### src/rtl/countdown_pkg.sv
// Shared types and helpers for the BCD countdown controller.
// Holds the controller state encoding, chain geometry and the preset nibble clamp.
package countdown_pkg;

   localparam int               BCD_DIGITS = 4;
   localparam logic [15:0]      BCD_ZERO   = 16'h0000;

   typedef enum logic [2:0] {
      IDLE,
      LOAD,
      PAUSE,
      RUN,
      DONE
   } state_e;

   function automatic logic [3:0] clamp_nibble(input logic [3:0] n);
      return (n > 4'd9) ? 4'd9 : n;
   endfunction

   function automatic logic [BCD_DIGITS*4-1:0] clamp_bcd(input logic [BCD_DIGITS*4-1:0] v);
      logic [BCD_DIGITS*4-1:0] r;
      r = '0;
      for (int i = 0; i < BCD_DIGITS; i++) begin
         r[i*4 +: 4] = clamp_nibble(v[i*4 +: 4]);
      end
      return r;
   endfunction

endpackage

### src/rtl/tick_prescaler.sv
// Modulo-TICK_DIV timebase counter; clear has priority over enable and holds when disabled.
// tc_o is high for the single enabled cycle in which the count sits at TICK_DIV-1.
module tick_prescaler #(
   parameter int TICK_DIV = 4
) (
   input  logic clk,
   input  logic rst,
   input  logic en_i,
   input  logic clr_i,
   output logic tc_o
);

   localparam int            CW   = (TICK_DIV > 1) ? $clog2(TICK_DIV) : 1;
   localparam logic [CW-1:0] LAST = CW'(TICK_DIV - 1);

   logic [CW-1:0] cnt_q, cnt_d;

   always_comb begin
      cnt_d = cnt_q;
      if (clr_i) begin
         cnt_d = '0;
      end else if (en_i) begin
         cnt_d = (cnt_q == LAST) ? '0 : cnt_q + 1'b1;
      end
   end

   always_ff @(posedge clk) begin
      if (rst) begin
         cnt_q <= '0;
      end else begin
         cnt_q <= cnt_d;
      end
   end

   assign tc_o = en_i && !clr_i && (cnt_q == LAST);

endmodule

### src/rtl/bcd_countdown_ctrl.sv
// Sequencer for a 4-digit BCD down-counter chain: preset, per-tick borrow, stop at 0000.
// All outputs registered; optional alarm pulse after reaching zero is built with ALARM_EN.
module bcd_countdown_ctrl
   import countdown_pkg::*;
#(
   parameter int TICK_DIV    = 50_000_000,
   parameter int ALARM_TICKS = 10
) (
   input  logic                    clk,
   input  logic                    rst,
   input  logic                    load,
   input  logic                    start,
   input  logic [BCD_DIGITS*4-1:0] set_bcd,
   input  logic [BCD_DIGITS*4-1:0] cnt_bcd,
   output logic                    preset,
   output logic                    bin,
   output logic [BCD_DIGITS*4-1:0] preset_bcd,
   output logic                    running,
   output logic                    done,
   output logic                    alarm
);

   if (TICK_DIV < 2) begin : g_bad_div
      $error("TICK_DIV must be at least 2");
   end
   if (ALARM_TICKS < 1) begin : g_bad_alarm
      $error("ALARM_TICKS must be at least 1");
   end

   state_e                  state_q, state_d;
   logic                    preset_q, bin_q, running_q, done_q;
   logic                    bin_d;
   logic [BCD_DIGITS*4-1:0] preset_bcd_q, preset_bcd_d;
   logic                    cnt_zero, done_entry;
   logic                    run_en, pre_en, pre_clr, tc;

   assign cnt_zero   = (cnt_bcd == BCD_ZERO);
   assign done_entry = (state_d == DONE) && (state_q != DONE);

   always_comb begin
      state_d = state_q;
      if (load) begin
         state_d = LOAD;
      end else begin
         case (state_q)
            IDLE:    state_d = IDLE;
            LOAD:    state_d = PAUSE;
            PAUSE:   if (start) state_d = cnt_zero ? DONE : RUN;
            RUN: begin
               if (start) begin
                  state_d = PAUSE;
               end else if (cnt_zero) begin
                  state_d = DONE;
               end
            end
            DONE:    state_d = DONE;
            default: state_d = IDLE;
         endcase
      end
   end

   // A start in RUN freezes the prescaler on that very cycle, so a coincident tick is lost
   assign run_en  = (state_q == RUN) && !start && !load;
   assign pre_clr = load || (state_q == LOAD) || done_entry;
   assign bin_d   = (state_q == RUN) && tc && !cnt_zero;
   assign preset_bcd_d = load ? clamp_bcd(set_bcd) : preset_bcd_q;

   tick_prescaler #(
      .TICK_DIV (TICK_DIV)
   ) u_prescaler (
      .clk   (clk),
      .rst   (rst),
      .en_i  (pre_en),
      .clr_i (pre_clr),
      .tc_o  (tc)
   );

   always_ff @(posedge clk) begin
      if (rst) begin
         state_q      <= IDLE;
         preset_q     <= 1'b0;
         bin_q        <= 1'b0;
         running_q    <= 1'b0;
         done_q       <= 1'b0;
         preset_bcd_q <= '0;
      end else begin
         state_q      <= state_d;
         preset_q     <= (state_d == LOAD);
         bin_q        <= bin_d;
         running_q    <= (state_d == RUN);
         done_q       <= (state_d == DONE);
         preset_bcd_q <= preset_bcd_d;
      end
   end

`ifdef ALARM_EN
   localparam int AW = $clog2(ALARM_TICKS + 1);

   logic          alarm_q, alarm_d;
   logic [AW-1:0] alarm_cnt_q, alarm_cnt_d;

   // The prescaler keeps running in DONE only to time the alarm, restarted from 0 on entry
   assign pre_en = run_en || ((state_q == DONE) && alarm_q);

   always_comb begin
      alarm_d     = alarm_q;
      alarm_cnt_d = alarm_cnt_q;
      if (state_d == LOAD) begin
         alarm_d     = 1'b0;
         alarm_cnt_d = '0;
      end else if (done_entry) begin
         alarm_d     = 1'b1;
         alarm_cnt_d = '0;
      end else if (alarm_q && tc) begin
         if (alarm_cnt_q == AW'(ALARM_TICKS - 1)) begin
            alarm_d = 1'b0;
         end else begin
            alarm_cnt_d = alarm_cnt_q + 1'b1;
         end
      end
   end

   always_ff @(posedge clk) begin
      if (rst) begin
         alarm_q     <= 1'b0;
         alarm_cnt_q <= '0;
      end else begin
         alarm_q     <= alarm_d;
         alarm_cnt_q <= alarm_cnt_d;
      end
   end

   assign alarm = alarm_q;
`else
   assign pre_en = run_en;
   assign alarm  = 1'b0;
`endif

   assign preset     = preset_q;
   assign bin        = bin_q;
   assign preset_bcd = preset_bcd_q;
   assign running    = running_q;
   assign done       = done_q;

endmodule

### config.mk
export PLATFORM = sky130hd
export DESIGN_NAME = bcd_countdown_ctrl
export DESIGN_NICKNAME = d
export VERILOG_FILES = /design/src/rtl/countdown_pkg.sv /design/src/rtl/tick_prescaler.sv /design/src/rtl/bcd_countdown_ctrl.sv
export SDC_FILE = /design/constraint.sdc
export NUM_CORES = 1
export LEC_CHECK = 0
export BUFFER_PORTS_ARGS = -buffer_cell sky130_fd_sc_hd__buf_4
export CAP_MARGIN = 15
export CORE_MARGIN = 2
export CORE_UTILIZATION = 56
export CTS_CLUSTER_SIZE = 10
export DETAILED_ROUTE_END_ITERATION = 8
export PLACE_DENSITY = 0.81
export SLEW_MARGIN = 20
export SYNTH_ARGS = -nofsm -noshare
export SYNTH_HDL_FRONTEND = slang
export SYNTH_HIERARCHICAL = 1
export SYNTH_SLANG_ARGS = --single-unit
export TNS_END_PERCENT = 10
### constraint.sdc
create_clock -name clk -period 4.9 [get_ports clk]
set_input_delay 0.735 -clock clk [delete_from_list [all_inputs] [get_ports clk]]
set_output_delay 0.735 -clock clk [all_outputs]
set_load 0.02 [all_outputs]
==> impl_results.md <==
* Status: completed
* Avg Inst Size Synth at 8.896 sq um
* # hold bufs at CTS at 0
* Ys async rst share at 0
* Count leader, synth: dfxtp_1
* Global route overflow at 0
* Vias/cell at 5.686
* Post-Place Worst Slack at 1.375 ns
* Layout area overhead at 22.31%
* Post-synthesis cell type count at 43
* Vias in the first global route at 1866
* Largest net degree at the start of global routing at 33
* I/O Pins at 57
* Final min period at 3.202 ns
* DRT iter0 DRCs at 82
* Hold Fails Final Rpt at 0
* Core Util, Final at 0.7010
* First-pass GRT wire length at 7576 microns
* Pint at 0.5482 mW
* Max Root-Sink Buffers at 2
* Root Buffer: clkbuf_8
* Initial Util at 0.5732
* RSZ-0062 raised after global routing: no
* Post-Route WL at 4679 microns
* Die width at 67.52 microns
* Sw Ratio at 0.2467
* GRT Total Usage at 0.2165
* Post-synth net total at 292
* LEAKAGE at 1.011 nW
* Skew-Pair Late Insertion Delay at 0.31 ns
* Synth warnings at 6
* Final setup TNS at 0 ns
* R2R setup slack at 1.84 ns
* Clock sink count at 49
* Nets at 341
* Synth top area share at 0.4341
* Final Setup Violations at 0
* Worst Hold Class: reg2reg
* Skew final at 0.01205 ns
* Syn Std Cell Area at 2260 sq um
* Clk network pwr share at 0.331
* Htree depth at 2
* WP data arrival at 3.44 ns
* CTS tree: yes
* Die footprint at 4559 sq um
* EDFF count, synth at 0
* Req. time, crit path at 5.14 ns
* TritonCTS buffer count at 5
* DRT antenna net count at 0
* IO Port Bufs at 55
* CP endpoint kind: register
* Cell count after synthesis at 254
* Main synth FF type: dfxtp_1
* Seq pwr share at 0.565
* Top cell type by total area after synthesis: dfxtp_1
* PwrDens at 263.3 nW/um^2
* Comb power frac at 0.103
* Clock Pin Slew Worst Setup and Hold Paths at 0.09 ns
* Antenna cells at 0
* Post-CTS setup buffer count at 0
* Initial antenna violation count at 0
* Setup crit start kind: input pin
* Top cells by area, synth: dfxtp_1 (43%), a21oi_1 (4.9%), nor2_1 (4.0%)
* Total core area at 3943 sq um
* Slew headroom at 0.4731
* NetSw at 0.1796 mW
* Share of layout cells above drive strength 1 at 0.2401
* Tcrit/Tclk final at 0.6535
* Post-route DRC violation count at 0
* Worst-path maximum fanout at 14
* Most common library cells after synthesis: dfxtp_1 (49), nor2_1 (24), a21oi_1 (22)
* Gp weighted congestion at 0.8759
* Critical path class: in2reg
* Post-route setup slack at 1.698 ns
* Max-cap violations at 0
* Drt first pass iters at 4
* Yosys reg bits at 49
* Rows at 23
* Register area share after synthesis at 0.4341
* Worst-Margin Slew at 0.7856 ns
* Hpwl dp at 3415 microns
* Die height at 67.52 microns
* Max IR drop VDD at 0.2106 mV
* Max Clk Rate at 0.3123 GHz
* Vias at 2013
* Max-slew violations at 0
* Post_cts resized at 0
* Avg WL per Cell at 13.22 microns
## final cells by class
class / instances / area, sq um
multi-input cells: 184 / 1180
fillers: 316 / 1179
flip-flops and latches: 49 / 980.9
repair buffers: 56 / 420.4
clock buffers: 5 / 68.82
well taps: 50 / 62.56
inverters: 7 / 26.28
clock inverters: 3 / 25.02
## sequential cells by signal (all words and copies together), names as in the netlist
signal	count
preset_bcd	16
state_q	3
preset	1
done	1
u_prescaler/cnt_q	26
bin	1
running	1
## critical path: stages
cell	delay, ns
buf_4	0.12
and2b_2	0.25
nor3b_1	0.66
and4_1	0.45
nand4_1	0.45
or4_1	0.62
a21oi_1	0.15
## power groups by stage
stage / logic [mW] / registers (mW) / clock network (mW)
after floorplan: 0.0279 / 0.429 / 0
after global placement: 0.0748 / 0.420 / 0
after detailed placement: 0.0758 / 0.421 / 0
after CTS: 0.0759 / 0.411 / 0.247
after global routing: 0.0826 / 0.412 / 0.265
final: 0.0753 / 0.411 / 0.241
## per-layer routing
metal,GRT usage,wire [microns]
met4,0.09694,82
met3,0.06333,309
met5,0,0
met1,0.2620,2111
met2,0.3542,2176
## cells by family after synthesis
kind of cell	count (synthesis)	share of synthesized area
AO/OA/AOI/OAI	49	0.1373
XOR/XNOR	13	0.05039
adder cells (fa/ha/maj)	2	0.01107
buffers and inverters	21	0.04375
flip-flops	49	0.4341
multiplexers	5	0.02215
other	1	0.001660
AND/OR/NAND/NOR	114	0.2996
## worst paths after layout
path                                   start                                 end  cells after the start
setup / recovery                       start  u_prescaler/cnt_q[25]$_SDFFE_PP0P_                      7
hold / removal    preset_bcd[5]$_SDFFE_PP0P_          preset_bcd[5]$_SDFFE_PP0P_                      2
setup reg to reg       state_q[0]$_SDFF_PP0_  u_prescaler/cnt_q[25]$_SDFFE_PP0P_                      6
hold reg to reg   preset_bcd[5]$_SDFFE_PP0P_          preset_bcd[5]$_SDFFE_PP0P_                      2
## per-stage QoR
stage / instances / cell area [sq um] / total power, mW / hold slack [ns]
after detailed placement: 346 / 2670 / 0.4964 / 0.4594
after global routing: 354 / 2764 / 0.7599 / 0.4921
after floorplan: 254 / 2260 / 0.4571 / 0.4471
after global placement: 346 / 2670 / 0.4950 / 0.4557
after CTS: 354 / 2764 / 0.7344 / 0.4744
final: 354 / 2764 / 0.7278 / 0.4704
## layout by cell type (no fill, tap or decap), drive strengths merged, types with 3 or more instances in the layout
master / instances
or3: 9
xor2: 6
nor4: 10
nand3: 6
clkbuf: 5
o31ai: 7
nor2: 24
nand2: 10
buf: 56
and4: 6
nor3: 3
nor3b: 3
inv: 8
dfxtp: 49
mux2i: 5
nand4: 11
nand3b: 8
or4: 6
o21ai: 10
a311oi: 5
nand2b: 9
a21oi: 23
xnor2: 7
No activity file was read; power rests on OpenSTA's default activity.
